===== src/rtl/seq_pkg.sv =====
// Definitions shared by the serial frame generator and the matching sequence detector,
// so both sides agree on one frame-state encoding and one sync pattern.
package seq_pkg;

  typedef enum logic [1:0] {
    ST_IDLE = 2'd0,
    ST_SYNC = 2'd1,
    ST_DATA = 2'd2,
    ST_GAP  = 2'd3
  } seq_state_e;

  localparam int                      SEQ_SYNC_W   = 4;
  localparam logic [SEQ_SYNC_W-1:0]   SEQ_SYNC_PAT = 4'b1011;

  function automatic int max3(input int a, input int b, input int c);
    int m;
    m = (a > b) ? a : b;
    return (m > c) ? m : c;
  endfunction

endpackage


===== src/rtl/piso_shift_reg.sv =====
// Parallel-in / serial-out register, MSB first. Load has priority over shift.
module piso_shift_reg #(
  parameter int DATA_W = 8
) (
  input  logic              clk_i,
  input  logic              rst_i,
  input  logic              load_i,
  input  logic              shift_i,
  input  logic [DATA_W-1:0] data_i,
  output logic              msb_o
);

  logic [DATA_W-1:0] sr_q, sr_d;

  always_comb begin
    sr_d = sr_q;
    if (load_i)       sr_d = data_i;
    else if (shift_i) sr_d = sr_q << 1;
  end

  always_ff @(posedge clk_i) begin
    if (rst_i) sr_q <= '0;
    else       sr_q <= sr_d;
  end

  assign msb_o = sr_q[DATA_W-1];

endmodule


===== src/rtl/sequence_generator.sv =====
// Serial frame transmitter: sync pattern then payload, MSB first, one bit per clock,
// followed by a forced idle-low gap. Every output is a flop.
module sequence_generator
  import seq_pkg::*;
#(
  parameter int          DATA_W     = 8,
  parameter int          SYNC_W     = SEQ_SYNC_W,
  parameter logic [31:0] SYNC_PAT   = 32'(SEQ_SYNC_PAT),
  parameter int          GAP_CYCLES = 2
) (
  input  logic              clk,
  input  logic              reset_n,
  input  logic [DATA_W-1:0] in_data,
  input  logic              in_valid,
  output logic              in_ready,
  output logic              OUT,
  output logic              out_valid,
  output logic              busy,
  output logic              done,
  output seq_state_e        state_dbg
);

  // Handshake: a payload is taken on any rising edge where in_valid and in_ready are
  // both high and reset is not asserted; in_valid seen while in_ready is low is ignored.

  if (DATA_W < 1)                 begin : g_bad_data_w   $error("DATA_W must be >= 1");            end
  if (SYNC_W < 1 || SYNC_W > 32)  begin : g_bad_sync_w   $error("SYNC_W must be in 1..32");        end
  if ((SYNC_PAT >> SYNC_W) != 0)  begin : g_bad_sync_pat $error("SYNC_PAT wider than SYNC_W");     end
  if (GAP_CYCLES < 0)             begin : g_bad_gap      $error("GAP_CYCLES must be >= 0");        end

  localparam int CNT_MAX = max3(SYNC_W, DATA_W, GAP_CYCLES);
  localparam int CNT_W   = $clog2(CNT_MAX + 1);

  localparam logic [CNT_W-1:0] SYNC_LAST = CNT_W'(SYNC_W - 1);
  localparam logic [CNT_W-1:0] DATA_LAST = CNT_W'(DATA_W - 1);
  localparam logic [CNT_W-1:0] GAP_LAST  = CNT_W'((GAP_CYCLES > 0) ? GAP_CYCLES - 1 : 0);

  seq_state_e       state_q, state_d;
  logic [CNT_W-1:0] cnt_q, cnt_d;
  logic             out_q, out_d;
  logic             out_valid_q, out_valid_d;
  logic             busy_q, busy_d;
  logic             done_q, done_d;
  logic             in_ready_q, in_ready_d;
  logic             load_en, shift_en, sr_msb;

  piso_shift_reg #(.DATA_W(DATA_W)) u_piso (
    .clk_i  (clk),
    .rst_i  (reset_n),
    .load_i (load_en),
    .shift_i(shift_en),
    .data_i (in_data),
    .msb_o  (sr_msb)
  );

  always_comb begin
    state_d     = state_q;
    cnt_d       = cnt_q;
    load_en     = 1'b0;
    shift_en    = 1'b0;
    out_d       = 1'b0;
    out_valid_d = 1'b0;
    busy_d      = 1'b0;
    done_d      = 1'b0;
    in_ready_d  = 1'b0;

    case (state_q)
      ST_IDLE: begin
        if (in_valid) begin
          load_en = 1'b1;
          state_d = ST_SYNC;
          cnt_d   = SYNC_LAST;
        end
      end
      ST_SYNC: begin
        if (cnt_q == '0) begin
          state_d = ST_DATA;
          cnt_d   = DATA_LAST;
        end else begin
          cnt_d = cnt_q - CNT_W'(1);
        end
      end
      ST_DATA: begin
        if (cnt_q == '0) begin
          done_d  = 1'b1;
          state_d = (GAP_CYCLES == 0) ? ST_IDLE : ST_GAP;
          cnt_d   = GAP_LAST;
        end else begin
          cnt_d = cnt_q - CNT_W'(1);
        end
      end
      ST_GAP: begin
        if (cnt_q == '0) begin
          state_d = ST_IDLE;
          cnt_d   = '0;
        end else begin
          cnt_d = cnt_q - CNT_W'(1);
        end
      end
      default: begin
        state_d = ST_IDLE;
        cnt_d   = '0;
      end
    endcase

    // Outputs are computed for the state being entered so they land in flops together
    // with it. The data bit is taken from the MSB while the register shifts on that edge.
    shift_en    = (state_d == ST_DATA);
    if (state_d == ST_SYNC)      out_d = 1'(SYNC_PAT >> cnt_d);
    else if (state_d == ST_DATA) out_d = sr_msb;
    out_valid_d = (state_d == ST_SYNC) || (state_d == ST_DATA);
    busy_d      = (state_d != ST_IDLE);
    in_ready_d  = (state_d == ST_IDLE);
  end

  always_ff @(posedge clk) begin
    if (reset_n) begin
      state_q     <= ST_IDLE;
      cnt_q       <= '0;
      out_q       <= 1'b0;
      out_valid_q <= 1'b0;
      busy_q      <= 1'b0;
      done_q      <= 1'b0;
      in_ready_q  <= 1'b1;
    end else begin
      state_q     <= state_d;
      cnt_q       <= cnt_d;
      out_q       <= out_d;
      out_valid_q <= out_valid_d;
      busy_q      <= busy_d;
      done_q      <= done_d;
      in_ready_q  <= in_ready_d;
    end
  end

  assign OUT       = out_q;
  assign out_valid = out_valid_q;
  assign busy      = busy_q;
  assign done      = done_q;
  assign in_ready  = in_ready_q;
  assign state_dbg = state_q;

endmodule


===== config.mk =====
export PLATFORM = sky130hd
export DESIGN_NAME = sequence_generator
export DESIGN_NICKNAME = d
export VERILOG_FILES = /design/src/rtl/seq_pkg.sv /design/src/rtl/piso_shift_reg.sv /design/src/rtl/sequence_generator.sv
export SDC_FILE = /design/constraint.sdc
export NUM_CORES = 1
export LEC_CHECK = 0
export CORE_ASPECT_RATIO = 0.6
export CORE_MARGIN = 10
export CORE_UTILIZATION = 38
export CTS_CLUSTER_SIZE = 24
export DETAILED_ROUTE_END_ITERATION = 8
export GPL_ROUTABILITY_DRIVEN = 0
export SYNTH_ARGS = -nofsm -noshare
export SYNTH_HDL_FRONTEND = slang
export SYNTH_SLANG_ARGS = --single-unit
export TNS_END_PERCENT = 30

===== constraint.sdc =====
create_clock -name clk -period 3.9 [get_ports clk]
set_input_delay 0.585 -clock clk [delete_from_list [all_inputs] [get_ports clk]]
set_output_delay 0.585 -clock clk [all_outputs]
set_load 0.05 [all_outputs]

Yosys cells after proc, flatten, opt, wreduce, memory -nomap -nowiden
Cells that the tools add are included.

Register bits: 19. Logic and storage cells: 40. Latch bits: 0. Bits of input ports: 11. ROM bits: 0. Memory bits (writable): 0. Output and inout bits: 7. Memories: 0.

Divide/modulo/power cells: 0. $lt $le $gt $ge: 0. Add/sub/neg operators: 1. Muxes and demuxes: 17. Reduce and logical (&&, ||, !) cells: 7. Shifts and indexed selects: 1. $mul: 0. Bitwise operators: 1. Eq/ne operators: 5.

Operator list (number): 4-bit two-way mux (4); 8-bit two-way mux (2); 4-bit one-hot mux with 4 select lines (1); 2-bit two-way mux (4); 2-bit one-hot mux with 4 select lines (1); 2-bit == test (second input constant) (3); 1-bit two-way mux (5); 2-bit by 1-bit == test with 1-bit output (second input constant) (2); 2-bit zero test (2); 4-bit zero test (1); 2-bit nonzero test (2); 4-bit by 4-bit >> shifter with 1-bit output (first input constant) (1); 4-bit by 1-bit subtractor with 4-bit output (second input constant) (1); 2-bit OR reduction (1); 1-bit logical OR (1); 1-bit inverter (1).

Longest topological paths before layout
Word-level depth: 6. Gate-level depth with buffers: 9. Gate-level depth less buffers: 9.

Cells and area by module
A second synthesis with hierarchy kept.

Cells, all modules: 101. Area, all modules: 933.4 um^2.

Modules (own cells, without submodules): sequence_generator (area each 564.3 um^2, cells each 66, seq. area each 220.2 um^2, instances 1); piso_shift_reg (area each 369.1 um^2, cells each 35, seq. area each 160.2 um^2, instances 1).

Least setup slack after synthesis
No wires, ideal clock.

Kind: reg-to-reg. From: register state_q[1] (netlist: state_dbg[1]). To: register u_piso.sr_q[1]. Stages on the path, launching flop included: 8. Arrival time: 2.214 ns. Clock period less this slack: 2.348 ns. Slack: 1.552 ns. Data required time: 3.766 ns. Library setup time: 0.134 ns. Path buffers: 2. Cells stage by stage: dfxtp_1 buf_4 and4bb_2 o31ai_1 ha_1 buf_1 mux2i_1 a211oi_1.

Longest elaborated chain between the ends: 4. Elaborated cells between the ends (all ways): 13. Classes of those cells: eq/ne: 4; mux: 7; reduce/logical: 2.

RTL lines: start, declared (line sequence_generator.sv:38) `seq_state_e state_q, state_d;`; start signal, assigned (line sequence_generator.sv:126) `state_q <= state_d;`; 2-bit == test (tied with other cells) (line sequence_generator.sv:67) `case (state_q)`; 2-bit one-hot mux with 4 select lines (line sequence_generator.sv:67); 2-bit == test (line sequence_generator.sv:108) `shift_en = (state_d == ST_DATA);`; 2-bit nonzero test (no line); end signal, assigned (line piso_shift_reg.sv:23) `else sr_q <= sr_d;`; end, declared (line piso_shift_reg.sv:13) `logic [DATA_W-1:0] sr_q, sr_d;`.

Parallel ways exist; a longest one is shown, timed or not. A chain may end at the register's enable or synchronous reset.

Worst setup path after layout
From: input port in_valid. To: register u_piso.sr_q[2].

Longest elaborated chain between the ends: 4. Elaborated cells between the ends (all ways): 7. Classes of those cells: eq/ne: 1; mux: 5; reduce/logical: 1.

RTL lines: start, declared (line sequence_generator.sv:14) `input logic in_valid,`; 2-bit two-way mux (line sequence_generator.sv:69) `if (in_valid) begin`; 2-bit one-hot mux with 4 select lines (line sequence_generator.sv:67); 2-bit == test (line sequence_generator.sv:108); 2-bit nonzero test (no line).

Parallel ways exist; a longest one is shown, timed or not.

==> summary.txt <==
status: finished, final reports clean
R2R Path Start: cnt_q[0]
Worst EP required: 4.05 ns
largest net degree at the start of global routing: 20
clk_lat worst skew: 0.25 ns
via count: 720
Vias/cell: 5.18
crit share post-route: 64.9%
DP Area: 0.00109 mm2
VDD IR-drop max: 358 uV
CTS tree: yes
core box area: 0.00223 mm2
Startpoint Class: input pin
vias in the first global route: 723
max-cap check violation count: 0
Cell Chain, Critical Path: clkdlybuf4s50_1 > nor2b_1 > o31ai_1 > ha_1 > mux2i_1 > a211oi_1
Final Non-Filler Cells: 139
Detail Route Antenna Nets: 0
Mapped Cells: 94
Critical path buffers and inverters: 1
Max-slew headroom: 54.2%
CTS clk-pin slew, worst paths: 0.07 ns
RSZ-0062 raised after global routing: false
Worst R2R Path Depth: 7
XOR/XNOR share of the synthesized area: 0.958%
r2r endpoint: u_piso.sr_q[2]
Starting Density: 41.0%
Min-Delay Path Class: flip-flop to flip-flop
TNS Setup: 0 ns
largest cells by area after synthesis: dfxtp_1, mux2i_1, a211oi_1, ha_1, nor2_1
detailed placement HPWL: 1.48 mm
YS warnings: 0
initial antenna violation count: 0
Horiz. Die Dim: 83.3 um
CP peak stage delay: 0.53 ns
most common library cells after synthesis: dfxtp_1, nor2_1, mux2i_1, a211oi_1, inv_1
minimum hold slack: 0.480 ns
cell area power density: 591 mW/mm2
Clk pwr share: 19.9%
Switching Fraction: 38.0%
Bufs on Longest Clock Path: 2
Die H: 58 um
cts bufs inserted: 3
Max Slew Vio Count: 0
largest area contributor in the netlist: dfxtp_1
num rows: 13
part of the power in registers: 39.7%
CTS-repair resized insts: 0
Pint: 0.000418 W
Port Buf Inserts: 17
final setup violation count: 0
Post-route DRC: 0
Post-synth EDFFs: 0
Reg area: 380 um2
top-count cell post-synth: dfxtp_1
Top FF cell, synth: dfxtp_1
part of the power in combinational logic: 40.5%
postcts setup bufs: 0
grt ovf: 0
first-pass GRT wire length: 3.44 mm
fin nets: 125
clk_skew: 0.00311 ns
area share of fa/ha/maj cells after synthesis: 5.47%
Pre-antenna DRT Iters: 4
hold path endpoint: OUT
Async SR Flop Fraction: 0%
min Tclk post-route: 2.53 ns
mux cell area share after synthesis: 8.76%
Compound-Gate Fraction of Synth Area: 17.5%
share of post-route cells with drive strength above 1: 8.26%
DR iter-0 viols: 69
WS Path Type: input pin to flip-flop
routed len/inst: 14.3 um
Inst Count DP: 135
mapped cell area: 915 um2
antenna cell count: 0
Netlist cell types: 37
Slowest-stage cell, CP: ha_1
HP Start: u_piso.sr_q[7]
Die Footprint: 0.00483 mm2
fillcell total: 204
syn_area_per_cell: 9.73 um2
family with the most delay on the worst path: compound AO/OA/AOI/OAI gates
Synth Register Bits: 19
Post-Syn Nets: 109
share of the synthesized area in the top cell type: 41.6%
register area share after synthesis: 41.6%
Multi-input gate area: 487 um2
Worst Path Arrival: 2.68 ns
final hold viol count: 0
main combinational cell family by area after synthesis: simple AND/OR/NAND/NOR gates
CP Capture Type: flip-flop
Highest Clock Rate: 395 MHz
Min-Delay Path Depth: 2
CTS hold repair buffers: 0
R2R setup slack: 1.41 ns
WL final: 1.98 mm
simple-gate share of the synthesized area: 20.5%
CTS Root Cell: clkbuf_8
Slew @ Worst Pin: 0.685 ns
Max H-tree Level: 1
design area: 0.00114 mm2
Max Fanout on Critical Path: 9
switching power: 0.000256 W
clk sinks: 19
Total GRT Usage: 8.44%
Leakage Power: 0.443 nW
# IOs: 18
synth-to-layout area growth: 24.6%
registers in the layout, indices dropped and copies added, names as in the netlist:
name / flops
done: 1
busy: 1
out_valid: 1
cnt_q: 4
u_piso.sr_q: 8
in_ready: 1
state_dbg: 2
OUT: 1
area by class of cell:
| class | instances | share of cell area [%] |
|---|---|---|
| multi-input cells | 64 | 42.7 |
| flip-flops and latches | 19 | 33.4 |
| repair buffers | 17 | 14.9 |
| clock buffers | 3 | 3.62 |
| well taps | 30 | 3.29 |
| inverters | 5 | 1.65 |
| clock inverters | 1 | 0.439 |
how the worst max path moves through the flow:
| stage | startpoint | end | slack, ns | cells after the start |
|---|---|---|---|---|
| after global placement | in_valid | u_piso.sr_q[1] | 1.21 | 6 |
| after CTS | in_valid | u_piso.sr_q[2] | 1.39 | 6 |
| after floorplan | state_dbg[1] | u_piso.sr_q[1] | 1.55 | 7 |
| after detailed placement | in_valid | u_piso.sr_q[2] | 1.13 | 6 |
| final | in_valid | u_piso.sr_q[2] | 1.37 | 6 |
| after global routing | in_valid | u_piso.sr_q[7] | 1.27 | 6 |
logic make-up (layout without fill, tap and decap cells):
| group | count (synthesis) | after routing |
|---|---|---|
| buffers and inverters | 11 | 26 |
| and+or+nand+nor | 33 | 33 |
| DFF | 19 | 19 |
| xor gates and xnor gates | 1 | 1 |
| AOI/OAI and AO/OA | 18 | 18 |
| muxes | 8 | 8 |
| adders and majority gates | 4 | 4 |
power by group through the flow:
stage / Sequential, W / Combinational (W) / Clock, W
after detailed placement: 0.000270 / 0.000273 / 0
after global routing: 0.000273 / 0.000301 / 0.000147
after floorplan: 0.000314 / 0.000154 / 0
final: 0.000267 / 0.000273 / 0.000134
after global placement: 0.000270 / 0.000272 / 0
after CTS: 0.000267 / 0.000275 / 0.000139
worst min-delay path, stage by stage, from the launching register on:
cell     delay (ns)
dfxtp_1        0.31
nand3_1        0.06
o41ai_1        0.06
stage by stage:
stage | power (W) | util (%) | worst slack (ns)
finish | 0.000674 | 51.2 | 1.37
global route | 0.000721 | 51.2 | 1.27
CTS | 0.000681 | 51.2 | 1.39
detailed placement | 0.000544 | 49.1 | 1.13
global placement | 0.000542 | 49.1 | 1.21
floorplan | 0.000468 | - | 1.55
routing by layer:
metal	track usage (%)	share of wire, %	vias to the layer above
li1	-	-	374
met1	11.8	53	327
met2	11.5	39	19
met3	4.04	7.4	0
met4	0.966	0	0
met5	0	0	-
cells in the final DEF, fill, tap and decap left out, drive strengths merged, types with 2 or more instances in the layout:
cell type / n
a211oi: 7
or3b: 2
nor2b: 3
nand3: 3
ha: 4
clkdlybuf4s50: 17
nor2: 13
nor4: 2
a2111oi: 2
inv: 5
clkbuf: 3
dfxtp: 19
mux2i: 8
Note: power is estimated with default switching activity, not from simulation.
==> edit: new RTL, same settings <==
The parameter `GAP_CYCLES` goes from 2 to 4.
--- a/src/rtl/sequence_generator.sv
+++ b/src/rtl/sequence_generator.sv
@@ -8,3 +8,3 @@
   parameter logic [31:0] SYNC_PAT   = 32'(SEQ_SYNC_PAT),
-  parameter int          GAP_CYCLES = 2
+  parameter int          GAP_CYCLES = 4
 ) (
Function: no difference found for any inputs over 10 cycles, from zero or initial values and one cycle with reset_n high; that may be too few to reach the edited logic, so the function may still have changed.
==> edit against the unedited design <==
Clock skew increased by 2.2 ps. Final area decreased by 1.5%. Power decreased by 8.4%. Final cell count increased by 0.72%. Sequential power decreased by 5%. Routed wire length decreased by 5.9%. Worst setup slack got worse by 97 ps. Sequential share of layout area increased by 0.52 points. Clock power increased by 4%. Sequential cell count unchanged. Synthesized area decreased by 1.2%. Non-clock buffer count increased by 1. Critical endpoint is now u_piso.sr_q[1].
==> edit: results <==
[setup_path]
critical_path_arrival_ps = 2740
critPathLaunch = cnt_q[0]
slowest_delay_ps = 520
slowest_stage = ha_1
cp_max_fo = 9
crit_family = adder cells

[cells_and_area]
regMostFlops = u_piso.sr_q
finalNetCount = 126
largest_reg_flops = 8
layout.cells.non_filler = 140
drive_above_1_share_pct = 9.09
diodes = 0

[hold_path]
hp-start = u_piso.sr_q[0]
hp-class = reg2reg

[yosys]
seq_area_frac_synth_pct = 42.1
synth-async-reset-ratio_pct = 0
synthesis.nets = 110
synth_area_per_cell_sq_um = 9.51
yosys_warnings = 0
ys_types = 29
synth_common_cells = 19 x dfxtp_1, 12 x nor2_1, 8 x mux2i_1
synthTopCellsByArea = dfxtp_1 42%, mux2i_1 8.9%, a211oi_1 5.8%, ha_1 5.5%, nor2_1 5.0%

[placement]
pre_cts_slack_ps = 1160
hpwl_um = 1420
port_buffers = 17

[power]
peakVddDrop_uv = 302
leakage_nw = 0.432

[timing]
finClkSkew_ps = 5.31
worst_slew_pin_slew_ps = 651

[route]
drt-initial-drc-count = 32
via_count = 693
routed_wirelength_um = 1870
firstDrtPassIters = 4

[clock_network]
ctsHtreeMaxLevel = 1
cts_buffers = 3
postCtsSetupBuffers = 0
cts_resized = 0
cts_buffer_depth = 2
clk_pin_slew_ps = 70
insertion_delay_ps = 260
root_buffer = clkbuf_8

[global_routing]
track_usage_pct = 8.34
grt_max_degree = 20
antenna_found_initial = 0
grt_pass1_wl_um = 3300
grt_pass1_vias = 684

[run_status]
outcome = finished, final reports clean
edit: worst register-to-register path: stages (launching register included):
cell and delay, ps:
dfxtp_1 350, inv_1 80, ha_1 250, nor3b_1 160
buf_4 160, mux2_2 260, o21ai_0 370, ha_1 520
mux2i_1 260, a211oi_1 90
edit: metrics by stage:
stage,hold slack (ps),power [W],area (sq um)
5_1_grt,530,0.000662,1120
3_3_place_gp,480,0.000482,1080
4_1_cts,501,0.000625,1120
3_5_place_dp,490,0.000483,1080
6_report,497,0.000617,1120
2_1_floorplan,452,0.000421,903
edit: path summary, 6_finish.rpt:
kind                    end  slack [ps]  cells after the start
max reg2reg  u_piso.sr_q[1]        1270                      9
max          u_piso.sr_q[1]        1270                      9
min reg2reg  u_piso.sr_q[0]         500                      2
min          u_piso.sr_q[0]         500                      2
edit: final cells by class:
class,instances,area (sq um)
multi-input cells,64,462
clock inverters,1,5.00
inverters,5,18.8
well taps,30,37.5
fillers,230,1090
repair buffers,18,178
flip-flops and latches,19,380
clock buffers,3,41.3
edit: per-layer routing:
layer,global-route usage (%),wire length (um),up-vias
met5,0,0,-
met4,3.62,16,0
met3,4.46,130,4
met2,11.8,761,14
met1,10.2,957,309
li1,-,-,366
edit: logic make-up (layout without fill, tap and decap cells):
group	Yosys count	count (layout)	share of synthesized area [%]
AOI/OAI and AO/OA	14	14	13.4
xor gates and xnor gates	1	1	0.970
adders and majority gates	4	4	5.54
buffers and inverters	12	27	6.79
DFF	19	19	42.1
muxes	9	9	10.1
and+or+nand+nor	36	36	21.1
edit: power breakdown:
| group | switching, W | leakage [nW] | total (W) | internal, W |
|---|---|---|---|---|
| registers | 0.0000255 | 0.157 | 0.000253 | 0.000227 |
| logic | 0.000133 | 0.250 | 0.000225 | 0.0000918 |
| clock network | 0.0000681 | 0.0255 | 0.000139 | 0.0000712 |
| total | 0.000227 | 0.432 | 0.000617 | 0.000390 |
